**src/rtl/ex_mul_div.sv**
```systemverilog
// Iterative 32-bit multiply/divide unit for the EX stage: shift-add multiply, restoring divide, HI/LO registers.
// Optional macro MULDIV_DIVIDE_EN compiles in DIV/DIVU; without it divide ops only pulse illegalOp.
module ex_mul_div (
    input  logic        clock,
    input  logic        reset,
    input  logic        start,
    input  logic [1:0]  op,
    input  logic [31:0] operandS,
    input  logic [31:0] operandT,
    input  logic        writeHi,
    input  logic        writeLo,
    input  logic [31:0] writeValue,
    output logic        busy,
    output logic        done,
    output logic        illegalOp,
    output logic [31:0] hi,
    output logic [31:0] lo
);

    typedef enum logic [1:0] {
        IDLE = 2'd0,
        RUN  = 2'd1,
        DONE = 2'd2
    } state_t;

    state_t      state, state_next;
    logic [5:0]  count;
    logic [31:0] m_q;
    logic [63:0] acc, acc_step, result;
    logic        neg_q;
    logic        accept, last, op_ok;
    logic        s_neg, t_neg;
    logic [31:0] s_mag, t_mag;
    logic [32:0] add_sum;
`ifdef MULDIV_DIVIDE_EN
    logic        div_q, rem_neg_q;
    logic [32:0] rem_shift;
    logic [33:0] sub_diff;
`endif

    // NOTE: every signal written in an always_comb gets a value on every path, so no latch is inferred.
    always_comb begin
`ifdef MULDIV_DIVIDE_EN
        op_ok = 1'b1;
`else
        op_ok = ~op[1];
`endif
        accept = start && (state != RUN) && op_ok;
        last   = (state == RUN) && (count == 6'd31);
        busy   = (state == RUN) || accept;
        done   = (state == DONE);
    end

    always_comb begin
        state_next = state;
        unique case (state)
            IDLE:    if (accept) state_next = RUN;
            RUN:     if (last) state_next = DONE;
            DONE:    state_next = accept ? RUN : IDLE;
            default: state_next = IDLE;
        endcase
    end

    // Signed ops (op[0]==0) run on magnitudes; the sign is restored when the result is written.
    always_comb begin
        s_neg = ~op[0] & operandS[31];
        t_neg = ~op[0] & operandT[31];
        s_mag = s_neg ? (32'd0 - operandS) : operandS;
        t_mag = t_neg ? (32'd0 - operandT) : operandT;
    end

    // acc holds {partial product, multiplier} for multiply and {remainder, quotient} for divide.
    always_comb begin
        add_sum  = {1'b0, acc[63:32]} + {1'b0, (acc[0] ? m_q : 32'd0)};
        acc_step = {add_sum, acc[31:1]};
        result   = neg_q ? (64'd0 - acc_step) : acc_step;
`ifdef MULDIV_DIVIDE_EN
        rem_shift = acc[63:31];
        sub_diff  = {1'b0, rem_shift} - {2'b00, m_q};
        if (div_q) begin
            if (!sub_diff[33])
                acc_step = {sub_diff[31:0], acc[30:0], 1'b1};
            else
                acc_step = {rem_shift[31:0], acc[30:0], 1'b0};
            // A zero divisor leaves the dividend magnitude as remainder, so only the quotient needs forcing.
            result[31:0]  = (m_q == 32'd0) ? 32'hFFFF_FFFF
                          : (neg_q ? (32'd0 - acc_step[31:0]) : acc_step[31:0]);
            result[63:32] = rem_neg_q ? (32'd0 - acc_step[63:32]) : acc_step[63:32];
        end
`endif
    end

    // NOTE: sequential state uses non-blocking assignments so every register samples pre-edge values.
    always_ff @(posedge clock) begin
        if (reset) begin
            state <= IDLE;
            count <= '0;
            m_q   <= '0;
            acc   <= '0;
            neg_q <= 1'b0;
            hi    <= '0;
            lo    <= '0;
`ifdef MULDIV_DIVIDE_EN
            div_q     <= 1'b0;
            rem_neg_q <= 1'b0;
`endif
        end else begin
            state <= state_next;
            if (accept) begin
                count <= '0;
                neg_q <= s_neg ^ t_neg;
`ifdef MULDIV_DIVIDE_EN
                div_q     <= op[1];
                rem_neg_q <= s_neg;
                if (op[1]) begin
                    m_q <= t_mag;
                    acc <= {32'd0, s_mag};
                end else begin
                    m_q <= s_mag;
                    acc <= {32'd0, t_mag};
                end
`else
                m_q <= s_mag;
                acc <= {32'd0, t_mag};
`endif
            end else if (state == RUN) begin
                count <= count + 6'd1;
                acc   <= acc_step;
                if (last) begin
                    hi <= result[63:32];
                    lo <= result[31:0];
                end
            end else begin
                if (writeHi) hi <= writeValue;
                if (writeLo) lo <= writeValue;
            end
        end
    end

`ifdef MULDIV_DIVIDE_EN
    assign illegalOp = 1'b0;
`else
    always_ff @(posedge clock) begin
        if (reset) illegalOp <= 1'b0;
        else       illegalOp <= start && (state != RUN) && op[1];
    end
`endif

endmodule

```
**config.mk**
```make
export PLATFORM = sky130hd
export DESIGN_NAME = ex_mul_div
export DESIGN_NICKNAME = d
export VERILOG_FILES = /design/src/rtl/ex_mul_div.sv
export SDC_FILE = /design/constraint.sdc
export NUM_CORES = 1
export LEC_CHECK = 0
export BUFFER_PORTS_ARGS = -buffer_cell sky130_fd_sc_hd__clkbuf_2
export CAP_MARGIN = 20
export CORE_AREA = 2 2 150 152
export CTS_BUF_LIST = sky130_fd_sc_hd__clkbuf_16
export CTS_CLUSTER_SIZE = 10
export DETAILED_ROUTE_END_ITERATION = 10
export DIE_AREA = 0 0 152 154
export GPL_TIMING_DRIVEN = 0
export MAX_ROUTING_LAYER = met4
export PLACE_DENSITY_LB_ADDON = 0.1
export SKIP_CTS_REPAIR_TIMING = 1
export SLEW_MARGIN = 20
export SYNTH_ARGS = -nofsm -noshare
export SYNTH_HDL_FRONTEND = slang
export SYNTH_SLANG_ARGS = --single-unit
```
**constraint.sdc**
```tcl
create_clock -name clock -period 5.6 [get_ports clock]
set_input_delay 0 -clock clock [delete_from_list [all_inputs] [get_ports clock]]
set_output_delay 0 -clock clock [all_outputs]
set_load 0.05 [all_outputs]
```
==> results.json <==
{
  "status": "finished, violations left",
  "violations": "negative hold slack",
  "yosysTopAreaCellShare_pct": 28.8,
  "die-area_um2": 23400,
  "min_period_ns": 4.86,
  "netlist_area_um2": 11800,
  "yosys_warnings": 0,
  "grt_max_degree": 21,
  "routed_wirelength_mm": 42.5,
  "dp_hpwl_mm": 32.7,
  "path_cells": "clkbuf_1 -> and2_1 -> ha_1 -> clkbuf_1 -> a21oi_1 -> o21ai_1 -> a221oi_2 -> o21bai_1 -> xnor2_1 -> o2111ai_1 -> or3_1 -> buf_2 -> o32a_1 -> a21o_1 -> a211oi_1",
  "cts_tree": "yes",
  "p_leak_uw": 0.00559,
  "synth_top_family_by_area": "compound AO/OA/AOI/OAI gates",
  "nets": 1978,
  "synth_xor_area_share_pct": 9.62,
  "peakVddDrop_mv": 0.148,
  "synthCells": 1593,
  "via_per_inst": 6.16,
  "worst_slew_pin_slew_ns": 1.07,
  "crit_path_end_kind": "flip-flop",
  "synthAdderAreaFrac_pct": 3.97,
  "cp_max_fo": 10,
  "final_common_cell": "nor2_1",
  "start_util_pct": 54.6,
  "crit_required_ns": 5.97,
  "fin_hold_ws_ns": -0.0550,
  "gr-total-overflow": 0,
  "finalSetupTns_ns": 0,
  "core_area_um2": 21700,
  "vias": 13100,
  "yosys-top-cells-area": "dfxtp_1 29%, a21oi_1 7.3%, nor2_1 6.5%",
  "synthesis.nets": 1733,
  "port_buffers": 168,
  "ys_seq_area_share_pct": 28.8,
  "synth_enable_flop_cells": 0,
  "clockRootBuffer": "clkbuf_16",
  "crit_slowest_cell": "xnor2_1",
  "fmax_ghz": 0.206,
  "cts_max_path_buffers": 2,
  "fp.dieW_um": 152,
  "worstPathArrival_ns": 5.22,
  "clk_latency_ns": 0.45,
  "place_congestion": 0.966,
  "ant_nets": 0,
  "final_cell_mix": "205 x nor2_1, 183 x nand2_1, 172 x a21oi_1",
  "synth_ff_type": "dfxtp_1",
  "io_pins": 170,
  "drive_above_1_share_pct": 13.7,
  "slew_viol_final": 0,
  "finish.instance_area_um2": 14200,
  "fp-row-count": 54,
  "dpl_cell_area_um2": 13000,
  "diodes": 0,
  "firstDrtPassIters": 6,
  "antenna_found_initial": 0,
  "regArea_um2": 3400,
  "drt_iter0_drc": 1367,
  "relSlewSlack_pct": 28.0,
  "setup_viol": 0,
  "cts_sinks": 170,
  "die_y_um": 154,
  "syn_area_per_cell_um2": 7.43,
  "grt_use_total_pct": 35.8,
  "cp_common_cell": "clkbuf_1",
  "fin_skew_ns": 0.0126,
  "p_per_area_nw_per_um2": 242,
  "wl_per_cell_um": 19.9,
  "final_cells": 2131,
  "async_flop_share_pct": 0,
  "ys_ff_latch": 170,
  "synth_top_cell_by_area": "dfxtp_1",
  "multi_input_comb_area_um2": 7870,
  "htreeDepth": 4,
  "cp_top_family": "compound AO/OA/AOI/OAI gates",
  "yosys-mux-area-fraction_pct": 0.624,
  "min_path_type": "primary input to flip-flop",
  "clkTransAtPathRegs_ns": 0.08,
  "r2r_setup_slack_ns": 0.74,
  "finalCritPeriodShare_pct": 86.7,
  "grt_pass1_vias": 11800,
  "syn_to_final_growth_pct": 20.1,
  "critPathLaunchType": "flip-flop",
  "synth-compound-area-share_pct": 27.1,
  "grt_setup_unrepaired": "false",
  "crit_path_max_incr_delay_ns": 0.50,
  "place_inst": 2041,
  "numCtsBuffers": 17,
  "path_class": "flip-flop to flip-flop",
  "fill_cells": 1933,
  "grt_pass1_wl_mm": 64.9,
  "hold_viol_final": 12,
  "critPathBufInv": 3,
  "synth-simple-area-share_pct": 25.2,
  "cap_violations": 0,
  "drc": 0,
  "yosysUniqueCellTypes": 85
}
==> worst min-delay path: stages <==
cell      delay [ns]
clkbuf_2        0.10
xnor2_1         0.09
nor2_1          0.11
a311oi_1        0.06
==> through the flow <==
step | utilization (%) | hold slack, ns | total power (uW) | setup slack (ns)
6_report | 65.6 | -0.0550 | 3440 | 0.745
3_5_place_dp | 60.1 | 0.280 | 2160 | 0.861
5_1_grt | 65.6 | -0.0166 | 3550 | 0.398
3_3_place_gp | 60.1 | 0.274 | 2140 | 0.880
4_1_cts | 62.9 | -0.186 | 3380 | 0.847
2_1_floorplan | - | 0.136 | 1900 | 1.59
==> final timing paths <==
kind                                            from                   end  depth (start not counted)
worst max-delay path             acc[0]$_SDFFE_PP0P_   hi[28]$_SDFFE_PP0P_                         15
worst min-delay path                    operandT[30]  acc[30]$_SDFFE_PP0P_                          4
worst max register to register   acc[0]$_SDFFE_PP0P_   hi[28]$_SDFFE_PP0P_                         15
worst min register to register  m_q[30]$_SDFFE_PP0P_  m_q[30]$_SDFFE_PP0P_                          2
==> flip-flops by register name, indices dropped and copies added, names as in the netlist <==
signal / count
hi: 32
acc: 64
lo: 32
state: 2
neg_q: 1
count: 6
m_q: 32
illegalOp: 1
==> report_power, final <==
part / leakage (uW) / internal, uW / switching [uW] / total (uW)
sequential: 0.00139 / 1280 / 64.5 / 1350
combinational: 0.00390 / 270 / 566 / 836
clock: 0.000295 / 613 / 641 / 1250
total: 0.00559 / 2170 / 1270 / 3440
==> synthesized netlist by cell type (all sizes together), types with 33 or more instances <==
| cell | instances |
|---|---|
| dfxtp | 170 |
| nor2 | 206 |
| nand2 | 184 |
| clkbuf | 91 |
| xnor2 | 56 |
| ha | 36 |
| nor3 | 40 |
| o31ai | 33 |
| a21oi | 176 |
| a211oi | 78 |
| xor2 | 74 |
| and2 | 41 |
| o21ai | 75 |
==> layout make-up <==
type / instances / share of cell area (%)
multi-input cells: 1287 / 55.3
flip-flops and latches: 170 / 23.9
plain buffers: 111 / 3.30
inverters: 25 / 0.660
well taps: 280 / 2.46
clock buffers: 17 / 2.99
clock inverters: 15 / 1.32
repair buffers: 226 / 9.99
==> kinds of logic after synthesis <==
kind of cell             count (synthesis)
multiplexers                             7
XOR/XNOR                               130
AO/OA/AOI/OAI                          490
adder cells (fa/ha/maj)                 37
flip-flops                             170
buffers and inverters                  136
AND/OR/NAND/NOR                        623
==> per-layer routing <==
layer	vias up	track usage [%]	wire length [um]
met5	-	-	0
met4	0	11.6	1290
met3	101	6.43	4070
met2	690	53.7	18500
met1	6100	49.0	18600
li1	6243	-	-
(Power assumes the default switching activity.)
